===== src/rtl/prog_loader_pkg.sv =====
// Shared types and constants for the boot-time program loader.
package prog_loader_pkg;

    localparam int ADDR_WIDTH = 16;
    localparam int REG_WIDTH  = 8;

    localparam logic [ADDR_WIDTH-1:0] RESET_VECTOR_ADDR = 16'hFFFC;

    typedef enum logic [2:0] {
        ST_IDLE   = 3'd0,
        ST_LOAD   = 3'd1,
        ST_VEC_LO = 3'd2,
        ST_VEC_HI = 3'd3,
        ST_HOLD   = 3'd4,
        ST_RUN    = 3'd5,
        ST_ERR    = 3'd6
    } loader_state_t;

    // Running image checksum: plain mod-256 byte sum.
    function automatic logic [REG_WIDTH-1:0] csum_add(input logic [REG_WIDTH-1:0] acc,
                                                      input logic [REG_WIDTH-1:0] b);
        return acc + b;
    endfunction

endpackage


===== src/rtl/prog_loader_if.sv =====
// Byte-stream, memory-write and CPU-control signals of the program loader.
interface prog_loader_if;
    import prog_loader_pkg::*;

    logic                  start;
    logic                  s_valid;
    logic [REG_WIDTH-1:0]  s_data;
    logic                  s_last;
    logic                  s_ready;
    logic                  mem_we;
    logic [ADDR_WIDTH-1:0] mem_addr;
    logic [REG_WIDTH-1:0]  mem_din;
    logic                  cpu_reset_n;
    logic                  busy;
    logic                  done;
    logic                  error;
    logic [ADDR_WIDTH-1:0] byte_count;

    modport master (
        output start, s_valid, s_data, s_last,
        input  s_ready, mem_we, mem_addr, mem_din, cpu_reset_n, busy, done, error, byte_count
    );

    modport slave (
        input  start, s_valid, s_data, s_last,
        output s_ready, mem_we, mem_addr, mem_din, cpu_reset_n, busy, done, error, byte_count
    );

endinterface


===== src/rtl/prog_loader.sv =====
// Boot loader: streams an image into memory, writes the 6502 reset vector, then releases the CPU.
// Build macro LOADER_CHECKSUM_EN makes the s_last byte a mod-256 checksum of the data bytes.
module prog_loader
    import prog_loader_pkg::*;
#(
    parameter logic [ADDR_WIDTH-1:0] BASE_ADDR   = 16'h0200,
    parameter logic [ADDR_WIDTH-1:0] VEC_ADDR    = RESET_VECTOR_ADDR,
    parameter int unsigned           HOLD_CYCLES = 4
) (
    input  logic         clk,
    input  logic         reset_n,
    prog_loader_if.slave bus
);

    localparam logic [ADDR_WIDTH-1:0] VEC_HI_ADDR = VEC_ADDR + 16'd1;
    localparam logic [7:0]            HOLD_LAST   = 8'(HOLD_CYCLES);

    loader_state_t         r_state;
    loader_state_t         w_state_nx;
    logic [ADDR_WIDTH-1:0] r_ptr;
    logic [ADDR_WIDTH-1:0] w_ptr_nx;
    logic [7:0]            r_hold_cnt;
    logic [7:0]            w_hold_nx;
    logic                  r_s_ready;
    logic                  w_s_ready_nx;
    logic                  r_mem_we;
    logic                  w_mem_we_nx;
    logic [ADDR_WIDTH-1:0] r_mem_addr;
    logic [ADDR_WIDTH-1:0] w_mem_addr_nx;
    logic [REG_WIDTH-1:0]  r_mem_din;
    logic [REG_WIDTH-1:0]  w_mem_din_nx;
    logic                  r_cpu_reset_n;
    logic                  w_cpu_reset_n_nx;
    logic                  r_busy;
    logic                  w_busy_nx;
    logic                  r_done;
    logic                  w_done_nx;
    logic                  r_error;
    logic                  w_error_nx;
    logic [ADDR_WIDTH-1:0] r_byte_count;
    logic [ADDR_WIDTH-1:0] w_byte_count_nx;
    logic                  w_accept;
`ifdef LOADER_CHECKSUM_EN
    logic [REG_WIDTH-1:0]  r_sum;
    logic [REG_WIDTH-1:0]  w_sum_nx;
`endif

    assign w_accept = bus.s_valid && r_s_ready;

    // Next state and next registered outputs; every output is a flop, so writes trail acceptance by one cycle.
    always_comb begin
        w_state_nx       = r_state;
        w_ptr_nx         = r_ptr;
        w_hold_nx        = r_hold_cnt;
        w_s_ready_nx     = 1'b0;
        w_mem_we_nx      = 1'b0;
        w_mem_addr_nx    = r_mem_addr;
        w_mem_din_nx     = r_mem_din;
        w_cpu_reset_n_nx = r_cpu_reset_n;
        w_busy_nx        = r_busy;
        w_done_nx        = r_done;
        w_error_nx       = r_error;
        w_byte_count_nx  = r_byte_count;
`ifdef LOADER_CHECKSUM_EN
        w_sum_nx         = r_sum;
`endif
        case (r_state)
            ST_IDLE, ST_RUN, ST_ERR: begin
                if (bus.start) begin
                    w_state_nx       = ST_LOAD;
                    w_ptr_nx         = BASE_ADDR;
                    w_byte_count_nx  = 16'd0;
                    w_s_ready_nx     = 1'b1;
                    w_busy_nx        = 1'b1;
                    w_done_nx        = 1'b0;
                    w_error_nx       = 1'b0;
                    w_cpu_reset_n_nx = 1'b0;
`ifdef LOADER_CHECKSUM_EN
                    w_sum_nx         = 8'd0;
`endif
                end else begin
                    w_state_nx = r_state;
                end
            end
            ST_LOAD: begin
                w_s_ready_nx = 1'b1;
                if (!w_accept) begin
                    w_state_nx = ST_LOAD;
`ifdef LOADER_CHECKSUM_EN
                end else if (bus.s_last) begin
                    w_s_ready_nx = 1'b0;
                    if (bus.s_data == r_sum) begin
                        w_state_nx = ST_VEC_LO;
                    end else begin
                        w_state_nx = ST_ERR;
                        w_busy_nx  = 1'b0;
                        w_error_nx = 1'b1;
                    end
`endif
                end else if (r_ptr == VEC_ADDR) begin
                    // The image would clobber the reset vector: drop the byte and abort.
                    w_state_nx   = ST_ERR;
                    w_s_ready_nx = 1'b0;
                    w_busy_nx    = 1'b0;
                    w_error_nx   = 1'b1;
                end else begin
                    w_mem_we_nx     = 1'b1;
                    w_mem_addr_nx   = r_ptr;
                    w_mem_din_nx    = bus.s_data;
                    w_ptr_nx        = r_ptr + 16'd1;
                    w_byte_count_nx = r_byte_count + 16'd1;
`ifdef LOADER_CHECKSUM_EN
                    w_sum_nx        = csum_add(r_sum, bus.s_data);
`else
                    if (bus.s_last) begin
                        w_state_nx   = ST_VEC_LO;
                        w_s_ready_nx = 1'b0;
                    end else begin
                        w_state_nx = ST_LOAD;
                    end
`endif
                end
            end
            ST_VEC_LO: begin
                w_mem_we_nx   = 1'b1;
                w_mem_addr_nx = VEC_ADDR;
                w_mem_din_nx  = BASE_ADDR[7:0];
                w_state_nx    = ST_VEC_HI;
            end
            ST_VEC_HI: begin
                w_mem_we_nx   = 1'b1;
                w_mem_addr_nx = VEC_HI_ADDR;
                w_mem_din_nx  = BASE_ADDR[15:8];
                w_hold_nx     = 8'd0;
                w_state_nx    = ST_HOLD;
            end
            ST_HOLD: begin
                if (r_hold_cnt == HOLD_LAST) begin
                    w_state_nx       = ST_RUN;
                    w_cpu_reset_n_nx = 1'b1;
                    w_done_nx        = 1'b1;
                    w_busy_nx        = 1'b0;
                end else begin
                    w_hold_nx = r_hold_cnt + 8'd1;
                end
            end
            default: begin
                w_state_nx       = ST_IDLE;
                w_busy_nx        = 1'b0;
                w_cpu_reset_n_nx = 1'b0;
            end
        endcase
    end

    // FSM state register.
    always_ff @(posedge clk or negedge reset_n) begin
        if (!reset_n) begin
            r_state <= ST_IDLE;
        end else begin
            r_state <= w_state_nx;
        end
    end

    // Datapath and output registers.
    always_ff @(posedge clk or negedge reset_n) begin
        if (!reset_n) begin
            r_ptr         <= 16'd0;
            r_hold_cnt    <= 8'd0;
            r_s_ready     <= 1'b0;
            r_mem_we      <= 1'b0;
            r_mem_addr    <= 16'd0;
            r_mem_din     <= 8'd0;
            r_cpu_reset_n <= 1'b0;
            r_busy        <= 1'b0;
            r_done        <= 1'b0;
            r_error       <= 1'b0;
            r_byte_count  <= 16'd0;
`ifdef LOADER_CHECKSUM_EN
            r_sum         <= 8'd0;
`endif
        end else begin
            r_ptr         <= w_ptr_nx;
            r_hold_cnt    <= w_hold_nx;
            r_s_ready     <= w_s_ready_nx;
            r_mem_we      <= w_mem_we_nx;
            r_mem_addr    <= w_mem_addr_nx;
            r_mem_din     <= w_mem_din_nx;
            r_cpu_reset_n <= w_cpu_reset_n_nx;
            r_busy        <= w_busy_nx;
            r_done        <= w_done_nx;
            r_error       <= w_error_nx;
            r_byte_count  <= w_byte_count_nx;
`ifdef LOADER_CHECKSUM_EN
            r_sum         <= w_sum_nx;
`endif
        end
    end

    assign bus.s_ready     = r_s_ready;
    assign bus.mem_we      = r_mem_we;
    assign bus.mem_addr    = r_mem_addr;
    assign bus.mem_din     = r_mem_din;
    assign bus.cpu_reset_n = r_cpu_reset_n;
    assign bus.busy        = r_busy;
    assign bus.done        = r_done;
    assign bus.error       = r_error;
    assign bus.byte_count  = r_byte_count;

endmodule


===== src/flat_wrapper.sv =====
// flat-port wrapper written by rule: the top's interface ports become plain ports
module prog_loader_flat import prog_loader_pkg::*;
#(
    parameter logic [ADDR_WIDTH-1:0] BASE_ADDR   = 16'h0200,
    parameter logic [ADDR_WIDTH-1:0] VEC_ADDR    = RESET_VECTOR_ADDR,
    parameter int unsigned           HOLD_CYCLES = 4
)
  (clk, reset_n, bus_start, bus_s_valid, bus_s_data, bus_s_last, bus_s_ready, bus_mem_we, bus_mem_addr, bus_mem_din, bus_cpu_reset_n, bus_busy, bus_done, bus_error, bus_byte_count);
  prog_loader_if bus_i ();
  input  logic clk;
  input  logic reset_n;
  input wire logic [$bits(bus_i.start)-1:0] bus_start;
  input wire logic [$bits(bus_i.s_valid)-1:0] bus_s_valid;
  input wire logic [$bits(bus_i.s_data)-1:0] bus_s_data;
  input wire logic [$bits(bus_i.s_last)-1:0] bus_s_last;
  output wire logic [$bits(bus_i.s_ready)-1:0] bus_s_ready;
  output wire logic [$bits(bus_i.mem_we)-1:0] bus_mem_we;
  output wire logic [$bits(bus_i.mem_addr)-1:0] bus_mem_addr;
  output wire logic [$bits(bus_i.mem_din)-1:0] bus_mem_din;
  output wire logic [$bits(bus_i.cpu_reset_n)-1:0] bus_cpu_reset_n;
  output wire logic [$bits(bus_i.busy)-1:0] bus_busy;
  output wire logic [$bits(bus_i.done)-1:0] bus_done;
  output wire logic [$bits(bus_i.error)-1:0] bus_error;
  output wire logic [$bits(bus_i.byte_count)-1:0] bus_byte_count;
  assign bus_i.start = bus_start;
  assign bus_i.s_valid = bus_s_valid;
  assign bus_i.s_data = bus_s_data;
  assign bus_i.s_last = bus_s_last;
  assign bus_s_ready = bus_i.s_ready;
  assign bus_mem_we = bus_i.mem_we;
  assign bus_mem_addr = bus_i.mem_addr;
  assign bus_mem_din = bus_i.mem_din;
  assign bus_cpu_reset_n = bus_i.cpu_reset_n;
  assign bus_busy = bus_i.busy;
  assign bus_done = bus_i.done;
  assign bus_error = bus_i.error;
  assign bus_byte_count = bus_i.byte_count;
  prog_loader #(.BASE_ADDR(BASE_ADDR), .VEC_ADDR(VEC_ADDR), .HOLD_CYCLES(HOLD_CYCLES)) u_core (.clk(clk), .reset_n(reset_n), .bus(bus_i));
endmodule

===== config.mk =====
export PLATFORM = sky130hd
export DESIGN_NAME = prog_loader_flat
export DESIGN_NICKNAME = d
export VERILOG_FILES = /design/src/rtl/prog_loader_pkg.sv /design/src/rtl/prog_loader_if.sv /design/src/rtl/prog_loader.sv /design/src/flat_wrapper.sv
export SDC_FILE = /design/constraint.sdc
export NUM_CORES = 1
export LEC_CHECK = 0
export ABC_AREA = 1
export CAP_MARGIN = 20
export CORE_ASPECT_RATIO = 0.8
export CORE_MARGIN = 10
export CORE_UTILIZATION = 40
export CTS_CLUSTER_DIAMETER = 30
export DETAILED_ROUTE_END_ITERATION = 16
export PLACE_DENSITY_LB_ADDON = 0.3
export SLEW_MARGIN = 20
export SYNTH_ARGS = -nofsm -noshare
export SYNTH_HDL_FRONTEND = slang
export SYNTH_SLANG_ARGS = --single-unit

===== constraint.sdc =====
create_clock -name clk -period 1.76 [get_ports clk]
set_input_delay 0.352 -clock clk [delete_from_list [all_inputs] [get_ports clk]]
set_output_delay 0.352 -clock clk [all_outputs]
set_load 0.01 [all_outputs]

# == Word level (Yosys, flattened, before mapping) ==
# Index checks and enable logic that the tools add are counted.
# totals
output_inout_bits,46
romBits,0
memories,0
ram_bits,0
wordCells,90
input_bits,13
latch_bits,0
reg_bits,73
# op_classes
multipliers,0
shift,0
bitwise,2
magnitude_cmp,0
n_mux,42
eq_ne,14
n_reduce_logical,17
div,0
n_addsub,3
# op_table
cell,n
$mux 16,8
$pmux 16 s2,2
$pmux 16 s3,1
$add 16x1->16 const B,2
$mux 8,3
$pmux 8 s3,1
$eq 16x16->1 const B,1
$pmux 8 s2,1
$pmux 3 s5,1
$mux 1,14
$mux 3,4
$eq 3x3->1 const B,3
$reduce_and 3->1,3
$add 8x1->8 const B,1
$eq 8x3->1 const B,1
$pmux 1 s2,4
$reduce_and 4->1,2
$eq 3x2->1 const B,2
$ne 2x1->1 const B,3
$ne 2x2->1 const B,3
$reduce_bool 2->1,3
$reduce_or 3->1,2
$reduce_and 5->1,1
$pmux 1 s4,1
9 further kinds,11

# == Logic depth before layout (Yosys ltp) ==
# Gate-level depths: netlist (run 1).
# logic_depth
depth_word,4
ltp_mapped,10
ltp_nobuf,9

# == Worst setup path after synthesis (run 1) ==
# No wires, ideal clock.
# synth_timing
path_kind,register to register
startpoint,reg u_core.r_ptr[0]
endpoint,"reg u_core.r_mem_addr[0], in the netlist u_core.bus.mem_addr[0]"
arrival_ns,1.402
setup_slack_ns,0.241
path_stages_with_launch,11
t_required_ns,1.643
path_cell_list,dfrtp_1 inv_1 ha_1 nand3_1 nor2_1 nand3_4 nand2_4 nor2_4 buf_6 nand2_1 nand2_1
# synth_between
elab_chain_len,3
elab_cells_between_ends,6
# synth_rtl
item,line,text
start: declaration,prog_loader.sv:20,logic [ADDR_WIDTH-1:0] r_ptr;
start signal: assignment,prog_loader.sv:182,r_ptr <= w_ptr_nx;
$eq 16x16->1 or $mux 16 (tied branches),prog_loader.sv:100,end else if (r_ptr == VEC_ADDR) begin
$ne 2x2->1 (no line) or $mux 16 (tied branches),--,
$reduce_and 3->1 (no line) or $pmux 16 s3 (tied branches),--,
end signal: assignment,prog_loader.sv:186,r_mem_addr <= w_mem_addr_nx;
end: declaration,prog_loader.sv:28,logic [ADDR_WIDTH-1:0] r_mem_addr;
# Parallel ways exist; a longest one is shown, timed or not. The select of a mux whose other input is x is not followed.
# A chain may end at the register's enable or synchronous reset.

# == Worst setup path in the final report (run 1) ==
# layout_timing
startpoint,"reg u_core.r_byte_count[3], in the netlist u_core.bus.byte_count[3]"
endpoint,out bus_byte_count[3]
# layout_rtl
item,line,text
start: declaration,prog_loader.sv:40,logic [ADDR_WIDTH-1:0] r_byte_count;
start signal: assignment,prog_loader.sv:192,r_byte_count <= w_byte_count_nx;
end: declaration,flat_wrapper.sv:24,output wire logic [$bits(bus_i.byte_count)-1:0] bus_byte_count;
# No word-level cell between the ends.

==> summary.md, run 1 <==
| Metric | Value |
|---|---|
| Status | finished, final reports clean |
| Slowest CP cell | clkdlybuf4s50_1 |
| Mean post-synth cell area | 6.972 um^2 |
| Critical Path End | bus_byte_count[3] |
| # placed instances | 827 |
| Routing usage on met1 | 0.2135 |
| Root buffer cell | clkbuf_16 |
| Maximum clock path buffer count | 2 |
| Final hold slack | between 30 and 40 ps |
| Worst slew pin tran | ~570 ps |
| Starting Density | 0.4155 |
| Cell Pwr Density | ~1700 nW/um^2 |
| Largest stage delay, worst path | around 570 ps |
| H-Tree Depth | 3 |
| Crit path DAT | about 1400 ps |
| Max Cap Viol | 0 |
| Seq cells post-synth | 73 |
| Initial antenna violation count | 0 |
| Worst-skew pair later-pin latency | about 340 ps |
| Worst path depth | 1 |
| Ys flop type | dfrtp_1 |
| Worst setup SP type | register |
| Crit. End Element | output pin |
| Chip Height | around 110 um |
| YS warnings | 0 |
| Syn Std Cell Area | approximately 4300 um^2 |
| VDD IR max | approximately 2 mV |
| Design Area, Final | 5650 um^2 |
| Die Span X | 136.2 um |
| Relative slew slack | 0.6202 |
| GRT Residual Overflow | 0 |
| Int Pwr | 5233 uW |
| CP required | between 1000 and 1500 ps |
| Final core utilization | 0.5431 |
| Area grow syn2layout | 30.71% |
| Worst-path clk slew | 60 ps |
| Worst r2r src | u_core.r_state[0]$_DFFE_PN0P_ |
| Post-DP HPWL | 8.247 mm |
| Via/cell ratio | 5.090 |
| Area leader, netlist | dfrtp_1 |
| Buffer and inverter count on the worst path | 1 |
| Most frequent cells after synthesis | nand2_1 (226), nor2_1 (87), dfrtp_1 (73) |
| Final Setup Violations | 0 |
| WL per Instance | 14.76 um |
| F_max | 584.0 MHz |
| Sink Count | 73 |
| Ys async rst share | 1.000 |
| Final WL | 12.53 mm |
| LEAKAGE | 0.002767 uW |
| Reg-to-Reg End | u_core.r_ptr[13]$_DFFE_PN0P_ |
| Reg2reg setup slack | 90 ps |
| Yosys cell types | 32 |
| Die Area | 15,390 um^2 |
| Met3 Resource Use GR | 0.04775 |
| DRC | 0 |
| Design Power | 9443 uW |
| Clk network pwr share | 0.199 |
| EDFF count, synth | 0 |
| Crit Path Class | register to output pin |
| Vias in the first global route | 4,160 |
| Final Max Tran Viols | 0 |
| Largest net degree at the start of global routing | 74 |
| Hold Vio Cnt, Final | 0 |
| Fin crit period | 1712 ps |
| FF-to-FF path depth | 7 |
| Clock Skews | 10.41 ps |
| Tcrit/Tclk final | 0.9730 |
| Worst Path Max Fanout | 7 |
| Synth area leaders | dfrtp_1 (42%), nand2_1 (20%), nor2_1 (7.6%), nand3_1 (6.3%), o21ai_0 (4.1%) |
| GR Util met2 | 0.2516 |
| Worst setup path startpoint | u_core.bus.byte_count[3]$_DFFE_PN0P_ |
| Most frequent cell after synthesis | nand2_1 |
| Core ar. | 10,410 um^2 |
| All-Layer GR Usage | 0.1622 |
| Layout cells sized above 1 | 0.1255 |
| Final #Nets | roughly 720 |
| Final ANT Viol Nets | 0 |
| Logic pwr share | 0.545 |
| Switch share | 0.4458 |
| CTS buffer count | 9 |
| Drt first pass iters | 7 |
| Net Switching | 4210 uW |
| Sequential share of the synthesized area | 0.4226 |
| Placed cell areas | 5187 um^2 |
| Top-area cell type share of the netlist area | 0.4226 |
| Ports | 59 |
| First-pass GRT wire length | roughly 20 mm |
| Sequential power share | 0.256 |
| Min-delay worst type | primary input to async pin |
| Cells after synthesis | 620 |
| Ordered list of cells on the worst path | clkdlybuf4s50_1 |
| Grt peak-use layer | met2 |
| Row cnt | 33 |
| Critical path's top delay family | buffers and inverters |
| IO buf count | between 50 and 60 |
| Finished Layout Cells | 849 |
| Post-Syn Nets | 638 |
| TritonCTS clock tree | built |
| Via count | around 4,300 |
| DRT iter0 DRCs | 299 |
| Placer Congestion | 0.8791 |
| Antenna fix cells | 0 |
## logic make-up after synthesis
group	synth area share
AOI/OAI and AO/OA	0.06368
xor gates and xnor gates	0.02837
adders and majority gates	0.01447
buffers and inverters	0.07757
DFF	0.4226
and+or+nand+nor	0.3933
## area by class of cell
| type | instances | area [um^2] |
|---|---|---|
| multi-input cells | 476 | 2215 |
| clock buffers | 11 | 252.7 |
| inverters | 51 | 191.4 |
| clock inverters | 4 | 52.55 |
| fillers | 982 | 4755 |
| repair buffers | 94 | 923.4 |
| well taps | 140 | 175.2 |
| flip-flops and latches | 73 | 1841 |
## power by group through the flow
| stage | combinational, uW | clock [uW] | sequential (uW) |
|---|---|---|---|
| floorplan | 2810 | 0 | 2510 |
| global placement | 4390 | 0 | 2410 |
| detailed placement | 4460 | 0 | 2420 |
| CTS | 4750 | 1920 | 2400 |
| global route | 5610 | 2000 | 2460 |
| finish | 5150 | 1880 | 2410 |
## layer usage
metal,up-vias,wire (um)
met2,134,5678
met4,0,221
met3,20,839
li1,2136,-
met5,-,0
met1,2031,5790
## sequential cells by signal, indices dropped and copies added, names as in the netlist
register,count
u_core.bus.byte_count,16
u_core.bus.mem_addr,16
u_core.r_ptr,16
u_core.bus.mem_din,8
u_core.r_hold_cnt,8
u_core.r_state,3
u_core.bus.busy,1
u_core.bus.cpu_reset_n,1
u_core.bus.done,1
u_core.bus.error,1
u_core.bus.mem_we,1
u_core.bus.s_ready,1
## how the worst min path moves through the flow
stage          startpoint                           end  cells after the start
3_5_place_dp      reset_n   u_core.r_ptr[4]$_DFFE_PN0P_                      2
3_3_place_gp      reset_n   u_core.r_ptr[4]$_DFFE_PN0P_                      2
5_1_grt           reset_n   u_core.r_ptr[4]$_DFFE_PN0P_                      2
2_1_floorplan     reset_n   u_core.bus.busy$_DFFE_PN0P_                      0
6_report          reset_n   u_core.r_ptr[5]$_DFFE_PN0P_                      2
4_1_cts           reset_n  u_core.r_ptr[10]$_DFFE_PN0P_                      2
## layout by cell type (no fill, tap or decap), types with 6 or more instances in the layout
cell               n
o21ai_1           10
nand2_1          226
buf_4             30
nand4_1           17
nor2_1            83
dfrtp_1           62
clkbuf_16         10
clkdlybuf4s50_1   56
nor2_2             6
nand3_1           54
dfrtp_2           11
xor2_1            11
o21ai_0           32
inv_1             46
## per-stage QoR
| stage | setup slack, ps | TNS, ps |
|---|---|---|
| after global placement | -260.8 | -9325 |
| after detailed placement | -310.2 | -11310 |
| after floorplan | 241.5 | 0 |
| final | 47.58 | 0 |
| after global routing | -46.52 | -576.6 |
| after CTS | -2.853 | -2.853 |
## what timing repair did
action,in CTS,in global routing
pin swaps,2,5
endpoints found under the setup margin,34,65
cloned,2,1
hold buffers,0,0
buffers inserted,0,4
gates resized for setup,5,24
Note: power is estimated with default switching activity, not from simulation.
==> run 2: changes to the inputs <==
Settings changed: HOLD_SLACK_MARGIN set to 0.06.
==> run 2 against run 1 <==
Effect of this change: count of clock-buffer cells in the layout unchanged; sequential share of layout area down 0.058 points; highest routed layer unchanged; final cell count up 0.12%; die area unchanged; worst hold slack better by 450 ps; register-to-register slack about the same; wire length down 0.54%; design area up 0.18%; critical path depth unchanged; combinational power about the same; fmax about the same.
==> summary.md, run 2 (synthesis gave the netlist of run 1 again) <==
| Metric | Value |
|---|---|
| Core ar. | 10,410 um^2 |
| Commonest non-fill, non-tap cell in the layout | nand2_1 |
| Final Max Tran Viols | 0 |
| DRC | 0 |
| Clock Skews | roughly 10 ps |
| Largest net degree at the start of global routing | 74 |
| Antenna fix cells | 0 |
| # placed instances | 827 |
| Min-delay worst type | register to register |
| Worst-skew pair later-pin latency | 340 ps |
| F_max | 583.8 MHz |
| Commonest non-fill, non-tap cells in the layout | nand2_1 (226), nor2_1 (83), dfrtp_1 (62), clkdlybuf4s50_1 (56), nand3_1 (54) |
| H-Tree Depth | 3 |
| Setup TNS | 0 ps |
| Post-DP HPWL | around 8.2 mm |
| DRT iter0 DRCs | 318 |
| GRT Residual Overflow | 0 |
| CP required | roughly 1400 ps |
| Placed cell areas | 5187 um^2 |
| Setup WS pre-CTS | -310.2 ps |
| Ordered list of cells on the worst path | clkdlybuf4s50_1 |
| Die Area | 15,390 um^2 |
| Design Area, Final | 5660 um^2 |
| Relative slew slack | 0.6315 |
| Ports | 59 |
| Buffer and inverter count on the worst path | 1 |
| Cell Pwr Density | about 1700 nW/um^2 |
| Tcrit/Tclk final | 0.9732 |
| Worst slew pin tran | 551.9 ps |
| Largest stage delay, worst path | 570 ps |
| LEAKAGE | 0.002771 uW |
| Row cnt | 33 |
| Sink Count | 73 |
| TritonCTS clock tree | built |
| Drt first pass iters | 5 |
| Slowest CP cell | clkdlybuf4s50_1 |
| Via count | 4,295 |
| Finished Layout Cells | 850 |
| Final ANT Viol Nets | 0 |
| Crit path DAT | 1360 ps |
| Fin crit period | 1713 ps |
| Worst Slack Setup Final | between 40 and 50 ps |
| WL per Instance | 14.66 um |
| CTS buffer count | 9 |
| Die Span X | 136.2 um |
| Worst Path Max Fanout | 7 |
| Layout cells sized above 1 | 0.1254 |
| Initial antenna violation count | 0 |
| Critical path's top delay family | buffers and inverters |
| Placer Congestion | between 0.8 and 0.9 |
| Worst-path clk slew | 60 ps |
| Final #Nets | 724 |
| Final hold slack | 482.7 ps |
| IO buf count | 58 |
| Chip Height | about 110 um |
| Starting Density | 0.4155 |
| Final Setup Violations | 0 |
| Maximum clock path buffer count | 2 |
| Area grow syn2layout | 30.94% |
| Root buffer cell | clkbuf_16 |
| First-pass GRT wire length | 20.62 mm |
| Final WL | approximately 12 mm |
| Crit Path Class | register to output pin |
| All-Layer GR Usage | 0.1623 |
| Worst setup SP type | register |
| Via/cell ratio | 5.053 |
| Status | finished, final reports clean |
| Crit. End Element | output pin |
| Hold Vio Cnt, Final | 0 |
| VDD IR max | roughly 2.0 mV |
| Vias in the first global route | between 4,000 and 5,000 |
| Max Cap Viol | 0 |
## run 2: cell types whose count changed in the layout (fill, tap and decap cells not counted), sizes merged
cell,before,now
dlygate4sd3,0,1
## run 2: repair_timing
action	in CTS	in global routing
cloned	2	1
hold buffers	1	0
buffers inserted	0	4
endpoints found under the hold margin	23	0
resized for setup	5	24
setup endpoints to repair	34	65
pin swaps	2	5
## run 2: area by class of cell
class | instances | area (um^2)
clock buffer | 11 | 252.7
clock inverter | 4 | 52.55
fill | 981 | 4745
inverter | 51 | 191.4
multi-input combinational | 476 | 2215
sequential | 73 | 1841
tap | 140 | 175.2
timing repair buffer | 95 | 933.4
## run 2: metrics by stage
stage	total power [uW]	util
finish	9426	0.5440
global route	10070	0.5440
CTS	9066	0.5319
detailed placement	6880	0.4986
global placement	6795	0.4986
floorplan	5314	-
## run 2: worst register-to-register path: stages (launching register included)
cell       delay [ps]
dfrtp_1           470
nor2_2            180
nand2_2           120
inv_2             110
buf_4             180
nand3_2           170
clkbuf_16         220
nand3_1            80
nand2_1            60
## run 2: path summary, 6_finish.rpt
path	startpoint	to	slack, ps	cells past startpoint
max in group asynchronous	reset_n	u_core.r_state[0]$_DFFE_PN0P_	840	3
worst max-delay path	u_core.bus.byte_count[3]$_DFFE_PN0P_	bus_byte_count[3]	50	1
worst min register to register	u_core.bus.cpu_reset_n$_DFFE_PN0P_	u_core.bus.cpu_reset_n$_DFFE_PN0P_	480	2
min in group asynchronous	reset_n	u_core.r_ptr[5]$_DFFE_PN0P_	580	3
worst min-delay path	u_core.bus.cpu_reset_n$_DFFE_PN0P_	u_core.bus.cpu_reset_n$_DFFE_PN0P_	480	2
worst max register to register	u_core.r_state[2]$_DFFE_PN0P_	u_core.bus.mem_din[3]$_DFFE_PN0P_	80	8
## run 2: power by group
part	internal, uW	switching [uW]
registers	2100	312
logic	1970	3160
clock network	1170	715
total	5230	4190
## run 2: per-layer routing
| metal | part of all wire | vias up | track usage |
|---|---|---|---|
| met5 | 0 | - | 0 |
| met4 | 0.016 | 0 | 0.04819 |
| met3 | 0.071 | 18 | 0.04819 |
| met2 | 0.46 | 141 | 0.2516 |
| met1 | 0.46 | 1996 | 0.2135 |
| li1 | - | 2140 | - |
